[config.mk]
export PLATFORM = sky130hd
export DESIGN_NAME = segment_scan_decoder
export DESIGN_NICKNAME = d
export VERILOG_FILES = /design/src/rtl/seg_pkg.sv /design/src/rtl/seg_pattern_decode.sv /design/src/rtl/segment_scan_decoder.sv
export SDC_FILE = /design/constraint.sdc
export NUM_CORES = 1
export LEC_CHECK = 0
export ABC_AREA = 1
export ABC_CLOCK_PERIOD_IN_PS = 4400
export BUFFER_PORTS_ARGS = -buffer_cell sky130_fd_sc_hd__buf_4
export CAP_MARGIN = 10
export CORE_MARGIN = 1
export CORE_UTILIZATION = 60
export CTS_BUF_LIST = sky130_fd_sc_hd__clkbuf_4
export CTS_CLUSTER_SIZE = 12
export DETAILED_ROUTE_END_ITERATION = 10
export HOLD_SLACK_MARGIN = 0.05
export MAX_ROUTING_LAYER = met4
export PLACE_DENSITY_LB_ADDON = 0.12
export SETUP_SLACK_MARGIN = 0.05
export SLEW_MARGIN = 40
export SYNTH_ARGS = -nofsm -noshare
export SYNTH_HDL_FRONTEND = slang
export SYNTH_SLANG_ARGS = --single-unit
export TNS_END_PERCENT = 50
[constraint.sdc]
create_clock -name clk -period 4.4 [get_ports clk]
set_input_delay 1.1 -clock clk [delete_from_list [all_inputs] [get_ports clk]]
set_output_delay 1.1 -clock clk [all_outputs]
set_load 0.02 [all_outputs]
[src/rtl/seg_pkg.sv]
// Shared constants and helpers for the seven-segment scan receive path.
// Patterns are active-low, bit6 = segment a ... bit0 = segment g.
package seg_pkg;

    localparam logic [6:0] SEG_0     = 7'b0000001;
    localparam logic [6:0] SEG_1     = 7'b1001111;
    localparam logic [6:0] SEG_2     = 7'b0010010;
    localparam logic [6:0] SEG_3     = 7'b0000110;
    localparam logic [6:0] SEG_4     = 7'b1001100;
    localparam logic [6:0] SEG_5     = 7'b0100100;
    localparam logic [6:0] SEG_6     = 7'b0100000;
    localparam logic [6:0] SEG_7     = 7'b0001111;
    localparam logic [6:0] SEG_8     = 7'b0000000;
    localparam logic [6:0] SEG_9     = 7'b0000100;
    localparam logic [6:0] SEG_BLANK = 7'b1111111;

    localparam logic [3:0] AN_DIG0 = 4'b1110;
    localparam logic [3:0] AN_DIG1 = 4'b1101;
    localparam logic [3:0] AN_DIG2 = 4'b1011;
    localparam logic [3:0] AN_DIG3 = 4'b0111;

    localparam logic [3:0] BCD_INVALID = 4'hF;

    typedef logic [1:0] digit_idx_t;

    // True only when exactly one digit enable is driven low.
    function automatic logic anode_single(input logic [3:0] anode);
        logic hit;
        hit = 1'b0;
        case (anode)
            AN_DIG0, AN_DIG1, AN_DIG2, AN_DIG3: hit = 1'b1;
            default:                            hit = 1'b0;
        endcase
        return hit;
    endfunction

    function automatic digit_idx_t anode_index(input logic [3:0] anode);
        digit_idx_t idx;
        idx = 2'd0;
        case (anode)
            AN_DIG1: idx = 2'd1;
            AN_DIG2: idx = 2'd2;
            AN_DIG3: idx = 2'd3;
            default: idx = 2'd0;
        endcase
        return idx;
    endfunction

endpackage

[src/rtl/seg_pattern_decode.sv]
// Combinational seven-segment pattern to BCD decoder.
// Non-decimal, non-blank patterns report 4'hF with is_invalid set.
module seg_pattern_decode (
    input  logic [6:0] pattern,
    output logic [3:0] bcd,
    output logic       is_blank,
    output logic       is_invalid
);
    import seg_pkg::*;

    always_comb begin
        bcd        = BCD_INVALID;
        is_blank   = 1'b0;
        is_invalid = 1'b0;
        case (pattern)
            SEG_0:     bcd = 4'd0;
            SEG_1:     bcd = 4'd1;
            SEG_2:     bcd = 4'd2;
            SEG_3:     bcd = 4'd3;
            SEG_4:     bcd = 4'd4;
            SEG_5:     bcd = 4'd5;
            SEG_6:     bcd = 4'd6;
            SEG_7:     bcd = 4'd7;
            SEG_8:     bcd = 4'd8;
            SEG_9:     bcd = 4'd9;
            SEG_BLANK: is_blank = 1'b1;
            default:   is_invalid = 1'b1;
        endcase
    end

endmodule

[src/rtl/segment_scan_decoder.sv]
// Reconstructs four BCD digits from multiplexed active-low anode/cathode lines.
// Optional blink detection is compiled in with SEG_BLINK_DETECT_EN.
module segment_scan_decoder #(
    parameter int SETTLE_CYCLES     = 4,
    parameter int BLINK_HOLD_FRAMES = 64
) (
    input  logic       clk,
    input  logic       rst,
    input  logic [3:0] anode_in,
    input  logic [6:0] cathode_in,
    output logic [3:0] digit3,
    output logic [3:0] digit2,
    output logic [3:0] digit1,
    output logic [3:0] digit0,
    output logic [3:0] blank_mask,
    output logic [3:0] invalid_mask,
    output logic       frame_valid
`ifdef SEG_BLINK_DETECT_EN
    ,
    output logic [3:0] blink_mask
`endif
);
    import seg_pkg::*;

    // Counter saturates at SETTLE_CYCLES+1 so a long dwell captures only once.
    localparam int CNT_W = $clog2(SETTLE_CYCLES + 2);
    localparam logic [CNT_W-1:0] CNT_HIT = CNT_W'(SETTLE_CYCLES - 1);
    localparam logic [CNT_W-1:0] CNT_SAT = CNT_W'(SETTLE_CYCLES + 1);

    if (SETTLE_CYCLES < 1 || SETTLE_CYCLES > 255) begin : g_settle_range
        $error("SETTLE_CYCLES must be within 1..255");
    end
    if (BLINK_HOLD_FRAMES < 1) begin : g_hold_range
        $error("BLINK_HOLD_FRAMES must be at least 1");
    end

    logic [10:0]      sync_ff1;
    logic [10:0]      sync_ff2;
    logic [10:0]      word_prev;
    logic [CNT_W-1:0] stable_cnt;
    logic             word_stable;
    logic             capture;

    logic [3:0]       dec_bcd;
    logic             dec_blank;
    logic             dec_invalid;
    digit_idx_t       cap_idx;

    logic [3:0][3:0]  digit_q;
    logic [3:0]       blank_q;
    logic [3:0]       invalid_q;
    logic [3:0]       seen_q;
    logic             frame_q;

    logic [3:0][3:0]  digit_next;
    logic [3:0]       blank_next;
    logic [3:0]       invalid_next;
    logic [3:0]       seen_next;
    logic             frame_next;

    always_ff @(posedge clk or posedge rst) begin
        if (rst) begin
            sync_ff1   <= '1;
            sync_ff2   <= '1;
            word_prev  <= '1;
            stable_cnt <= '0;
        end else begin
            sync_ff1  <= {anode_in, cathode_in};
            sync_ff2  <= sync_ff1;
            word_prev <= sync_ff2;
            if (!word_stable) begin
                stable_cnt <= '0;
            end else if (stable_cnt != CNT_SAT) begin
                stable_cnt <= stable_cnt + CNT_W'(1);
            end
        end
    end

    assign word_stable = (sync_ff2 == word_prev);
    assign capture     = word_stable && (stable_cnt == CNT_HIT) && anode_single(sync_ff2[10:7]);
    assign cap_idx     = anode_index(sync_ff2[10:7]);

    seg_pattern_decode u_decode (
        .pattern    (sync_ff2[6:0]),
        .bcd        (dec_bcd),
        .is_blank   (dec_blank),
        .is_invalid (dec_invalid)
    );

    always_comb begin
        digit_next   = digit_q;
        blank_next   = blank_q;
        invalid_next = invalid_q;
        seen_next    = seen_q;
        frame_next   = 1'b0;
        if (capture) begin
            // A blank capture keeps the last displayed value for readback.
            if (dec_blank) begin
                blank_next[cap_idx]   = 1'b1;
                invalid_next[cap_idx] = 1'b0;
            end else begin
                digit_next[cap_idx]   = dec_bcd;
                blank_next[cap_idx]   = 1'b0;
                invalid_next[cap_idx] = dec_invalid;
            end
            seen_next[cap_idx] = 1'b1;
            if (&seen_next) begin
                frame_next = 1'b1;
                seen_next  = 4'b0000;
            end
        end
    end

    always_ff @(posedge clk or posedge rst) begin
        if (rst) begin
            digit_q   <= '0;
            blank_q   <= '0;
            invalid_q <= '0;
            seen_q    <= '0;
            frame_q   <= 1'b0;
        end else begin
            digit_q   <= digit_next;
            blank_q   <= blank_next;
            invalid_q <= invalid_next;
            seen_q    <= seen_next;
            frame_q   <= frame_next;
        end
    end

    assign digit3       = digit_q[3];
    assign digit2       = digit_q[2];
    assign digit1       = digit_q[1];
    assign digit0       = digit_q[0];
    assign blank_mask   = blank_q;
    assign invalid_mask = invalid_q;
    assign frame_valid  = frame_q;

`ifdef SEG_BLINK_DETECT_EN
    localparam int HOLD_W = $clog2(BLINK_HOLD_FRAMES + 1);
    localparam logic [HOLD_W-1:0] HOLD_RELOAD = HOLD_W'(BLINK_HOLD_FRAMES);

    logic [3:0]             blank_hist;
    logic [3:0]             blink_q;
    logic [3:0][HOLD_W-1:0] hold_cnt;

    // Per-digit down-counter: reloaded on each blank/non-blank change between frames.
    always_ff @(posedge clk or posedge rst) begin
        if (rst) begin
            blank_hist <= '0;
            blink_q    <= '0;
            hold_cnt   <= '0;
        end else if (frame_next) begin
            blank_hist <= blank_next;
            for (int i = 0; i < 4; i++) begin
                if (blank_next[i] != blank_hist[i]) begin
                    blink_q[i]  <= 1'b1;
                    hold_cnt[i] <= HOLD_RELOAD;
                end else if (hold_cnt[i] != '0) begin
                    hold_cnt[i] <= hold_cnt[i] - HOLD_W'(1);
                    if (hold_cnt[i] == HOLD_W'(1)) begin
                        blink_q[i] <= 1'b0;
                    end
                end
            end
        end
    end

    assign blink_mask = blink_q;
`endif

endmodule

# Word-level counts from Yosys, hierarchy flattened
# Index checks and enable logic that the tools add are counted.
# totals
register_bits,65
input_bits,13
output_inout_bits,25
word_cells,65
# op_classes
n_addsub,1
order_cmp,2
n_eq_ne,18
mux,18
n_bitwise,6
reduce_logical,8
# op_table
cell,count
$pmux W4 S10,1
$eq A7 B7 Y1 const B,3
$bwmux W16,1
$mux W4,4
$eq A7 B3 Y1 const B,2
$eq A7 B6 Y1 const B,2
$eq A4 B4 Y1 const B,3
$eq A11 B11 Y1,1
$reduce_or A11 Y1,1
$and A4 B4 Y4,2
$demux W4 S2,1
$or A4 B4 Y4,2
$eq A7 B1 Y1 const B,1
$eq A7 B4 Y1 const B,1
$eq A7 B5 Y1 const B,1
$logic_not A7 Y1,1
$mux W1,6
$mux W3,2
$pmux W2 S3,1
$bwmux W4,1
$eq A4 B3 Y1 const B,1
$not A4 Y4,1
$reduce_and A4 Y1,1
$reduce_or A4 Y1,1
other kinds (10),12

# Longest topological paths before layout
# depth
ltp_word,10
depth_mapped,11

# Modules after synthesis
# From an unflattened synthesis, not the netlist that was laid out.
# hier_totals
cells_unflattened,311
hier_area_um2,2811.4
# modules_own_cells
mod,instances,cells_per_inst,area_each_um2,seq_area_each_um2
segment_scan_decoder,1,239,2504.9,1667.8
seg_pattern_decode,1,72,306.5,0.0

# Worst setup path before layout
# Ideal clock, no wire load.
# synth_path
path_type,reg2reg
start,register sync_ff2[10]
end,register seen_q[0]
t_arrival_ns,1.502
required_ns,4.274
setup_slack_ns,2.772
stages_incl_launch_ff,10
n_path_buf,0
synth_period_minus_slack_ns,1.628
cell_sequence,dfstp_2 inv_1 nor2_1 nand2_1 nand2_1 nor2_2 nor2_8 nand3_4 nor2_2 a21oi_1
# synth_between
elab_chain_len,9
elab_cells_between_ends,18
cone_classes,order compare (2); eq/ne (5); mux (5); bitwise (1); reduce/logical (5)
# synth_rtl
item,line,rtl
from (decl),segment_scan_decoder.sv:38,logic [10:0] sync_ff2;
from (signal assigned),segment_scan_decoder.sv:69,sync_ff2 <= sync_ff1;
$eq A4 B3 Y1 / $eq A4 B4 Y1 (equally long branches),"seg_pkg.sv:30, seg_pkg.sv:40",
$pmux W2 S3,seg_pkg.sv:40,case (anode)
$lt A2 B3 Y1 (not written as such) / $ge A2 B1 Y1 (equally long branches),segment_scan_decoder.sv:106,seen_next[cap_idx] = 1'b1;
$logic_and A1 B1 Y1 (not written as such),segment_scan_decoder.sv:106,
$mux W1 (not written as such),segment_scan_decoder.sv:106,
$demux W1 S2,segment_scan_decoder.sv:106,
$or A4 B4 Y4 (no source line),--,
$reduce_and A4 Y1,segment_scan_decoder.sv:107,if (&seen_next) begin
$mux W4,segment_scan_decoder.sv:107,
to (signal assigned),segment_scan_decoder.sv:125,seen_q <= seen_next;
to (decl),segment_scan_decoder.sv:52,logic [3:0] seen_q;
# Parallel ways exist; a longest one is shown, timed or not.
# A chain may end at the register's enable or synchronous reset.

# Final worst setup path
# layout_path
start,"register digit_q, in the netlist digit0[0]"
end,output port digit0[0]
# layout_lines
item,line,rtl
from (decl),segment_scan_decoder.sv:49,logic [3:0][3:0] digit_q;
from (signal assigned),segment_scan_decoder.sv:122,digit_q <= digit_next;
to (decl),segment_scan_decoder.sv:14,"output logic [3:0] digit0,"
# No word-level cell between the ends.

==> qor_table.md <==
| Parameter | Value |
|---|---|
| Fraction of the mapped netlist area in compound gates | 0.0157 |
| Number of buffers and inverters on the critical path | 1 |
| Share of post-route cells with drive strength above 1 | 0.283 |
| Final-layout fill cell count | 345 |
| Commonest non-fill, non-tap cell in the layout | sky130_fd_sc_hd__nand2_1 |
| Overall routing resource usage | 0.241 |
| Post-synthesis xor/xnor area fraction | 0.0153 |
| Skew-Pair Late Insertion Delay | 0.41 ns |
| Number of nets in the layout | 389 |
| Yosys synthesis warning count | 0 |
| Synthesized area divided by synthesized cell count | 8.78 um2 |
| Critical setup path kind | reg2out |
| Largest area contributor in the synthesized netlist | sky130_fd_sc_hd__dfstp_2 |
| Signal arrival time at the worst endpoint | 0.98 ns |
| Failing checks | DRC |
| Final period util | 0.472 |
| PostCTS Resize Cnt | 0 |
| Yosys cell types | 23 |
| Antenna violations before repair | 0 |
| Post-CTS clock slew at the launch and capture registers of the worst setup and hold paths | 0.10 ns |
| Worst stage delay on the critical path | 0.41 ns |
| Setup repair after global routing missed its margin | false |
| Combinational family with the most area after synthesis | simple AND/OR/NAND/NOR gates |
| Power density relative to cell area | 308 nW/um2 |
| Final wirelength | 5150 um |
| Count of buffers added by post-CTS timing repair for setup | 0 |
| Initial detailed-routing violation count | 155 |
| Via count of the first global-routing pass | 2044 |
| Final HPWL from detailed placement | 3740 um |
| Vertical die dimension | 71.1 um |
| Num ports | 38 |
| Proportion of netlist area held by the largest area contributor | 0.303 |
| Root buffer cell | sky130_fd_sc_hd__clkbuf_4 |
| Syn Inst Count | 326 |
| Highest fanout seen on the critical path | 2 |
| Worst min path class | reg2reg |
| Area of the mapped netlist | 2860 um2 |
| Number of nets in the synthesized netlist | 342 |
| Rel. slew slack | 0.517 |
| Number of hold-slack violations in the final timing report | 0 |
| Data required time at the worst endpoint | 3.30 ns |
| Portion of netlist area occupied by mux cells | 0 |
| Routed Antenna Nets | 0 |
| Overall overflow remaining after global route | 0 |
| Final setup violating endpoints | 0 |
| Post-route DRC | 2 |
| Quantity of I/O buffers inserted on ports | 37 |
| Endpoint type of the worst setup path | output pin |
| Leading cell types in the layout, fill and taps excluded | sky130_fd_sc_hd__nand2_1 (120), sky130_fd_sc_hd__buf_4 (38), sky130_fd_sc_hd__inv_1 (36), sky130_fd_sc_hd__nand3_1 (33), sky130_fd_sc_hd__dfstp_2 (33) |
| Clock buffers created by TritonCTS | 9 |
| Clock Tree Buf Depth | 2 |
| Slew Viols, Final | 0 |
| Worst vdd rail ir drop | 0.267 mV |
| WL/cell | 12.0 um |
| Fin Clk Skew | 0.0137 ns |
| Cell total after placement | 414 |
| Diodes inserted | 0 |
| Layout overhead on the synthesized area | 15.7% |
| Maxcap violations | 0 |
| Total via count after detailed routing | 2135 |
| Adder-cell share of the synthesized area | 0.0131 |
| Clock sinks | 65 |
| Critical Path, Cell by Cell | buf_4 |
| Slew of the pin with the lowest slew margin | 0.722 ns |
| Number of detailed-routing iterations run before antenna repair | 7 |
| Initial core utilization | 0.640 |
| Setup slack after layout | 2.32 ns |
| Sequential cell area fraction in the yosys report | 0.583 |
| Site Rows | 24 |
| Global-route wire length before repair | 8930 um |
| Post-place setup slack | 2.20 ns |
| Number of storage elements in the synthesis netlist | 65 |
| Area of the die | 5050 um2 |
| Status | complete, but fails checks |
| Leakage | 0.00185 uW |
| Area fraction in and, or, nand and nor cells after synthesis | 0.311 |
| Clock tree from TritonCTS | yes |
| Highest Clock Rate | 0.482 GHz |
| Final cell count without fillers | 430 |
| Core Region | 4470 um2 |
| Critical Path Start Type | flop |
| Accumulated negative setup slack | 0 ns |
| Drt via density | 4.97 |
| Time the worst path needs with I/O delays and setup | 2.08 ns |
| Die X | 71.1 um |
| Placer Congestion | 0.817 |
| CTS H-Tree Depth | 3 |
| Crit path max-delay family | flip-flops |
| Leading post-synthesis cells by cell area | sky130_fd_sc_hd__dfstp_2 (30%), sky130_fd_sc_hd__dfrtp_1 (28%), sky130_fd_sc_hd__nand2_1 (16%) |
| Pin count of the biggest net entering global routing | 41 |
| CTS Hold Bufs | 0 |
| Register-to-Register Setup Slack | 2.33 ns |
| Slowest library cell on the worst path | sky130_fd_sc_hd__dfrtp_1 |
[routing by layer]
layer	share of wire	track usage	wire length (um)
met1	0.48	0.308	2460
met2	0.46	0.371	2390
met3	0.043	0.0513	223
met4	0.015	0.113	79
met5	0	-	0
[cell type report]
cell class              count  area, um2  share of cell area
repair buffers             38        285              0.0862
inverters                  45        170              0.0514
clock buffers              11       82.6              0.0249
flip-flops and latches     65       1670               0.504
multi-input cells         214       1020               0.307
clock inverters             5       22.5             0.00680
well taps                  52       65.1              0.0197
[power breakdown]
group / switching, uW / internal, uW
registers: 14.0 / 625
logic: 40.1 / 22.0
clock network: 197 / 122
[state kept, by name, summed over array words and instances (netlist names), named ones only]
signal and cells:
seen_q 4, sync_ff2 11, digit3 4, digit2 4
digit0 4, digit1 4, sync_ff1 11, word_prev 11
frame_valid 1, stable_cnt 3, invalid_mask 4
[kinds of logic (layout without fill, tap and decap cells)]
group | Yosys count | count (layout)
fa+ha+maj | 3 | 3
flops | 65 | 65
compound gates | 9 | 9
simple gates | 197 | 197
buf+inv | 47 | 99
xor+xnor | 5 | 5
[worst register-to-register path, delay by kind of cell, from the launching register on]
kind / cells / cell delay, ns
simple gates: 5 / 1.34
buf+inv: 1 / 0.06
flops: 1 / 0.63
[synth_stat cells]
cell                       number
sky130_fd_sc_hd__nand2_1      120
sky130_fd_sc_hd__inv_1         37
sky130_fd_sc_hd__dfstp_2       33
sky130_fd_sc_hd__nand3_1       33
sky130_fd_sc_hd__dfrtp_1       32
sky130_fd_sc_hd__nor2_1        21
sky130_fd_sc_hd__inv_2          8
sky130_fd_sc_hd__nand4_1        6
sky130_fd_sc_hd__xnor2_1        5
sky130_fd_sc_hd__a21oi_1        4
sky130_fd_sc_hd__nor2_2         4
sky130_fd_sc_hd__nor2_4         4
sky130_fd_sc_hd__ha_1           3
sky130_fd_sc_hd__nor3_1         3
sky130_fd_sc_hd__o21ai_0        3
sky130_fd_sc_hd__clkbuf_1       2
sky130_fd_sc_hd__o21ai_1        2
sky130_fd_sc_hd__nand2_2        1
sky130_fd_sc_hd__nand3_4        1
sky130_fd_sc_hd__nand3b_1       1
sky130_fd_sc_hd__nand4_2        1
sky130_fd_sc_hd__nor2_8         1
sky130_fd_sc_hd__nor3_2         1
[per-stage QoR]
step	total power, uW	hold WS [ns]	cell area [um2]	utilization
floorplan	690	0.345	2860	-
global placement	710	0.346	3200	0.716
detailed placement	713	0.348	3200	0.716
CTS	1030	0.363	3310	0.740
global route	1070	0.358	3310	0.740
finish	1020	0.361	3310	0.740
[final timing paths]
kind / end / start / depth (start not counted)
min: sync_ff2[2] / sync_ff1[2] / 0
min in group asynchronous: stable_cnt[0] / rst / 2
max: digit0[0] / digit0[0] / 1
max reg2reg: digit2[3] / sync_ff2[5] / 6
max in group asynchronous: sync_ff1[2] / rst / 3
min reg2reg: sync_ff2[2] / sync_ff1[2] / 0
No activity file was read; power rests on OpenSTA's default activity.
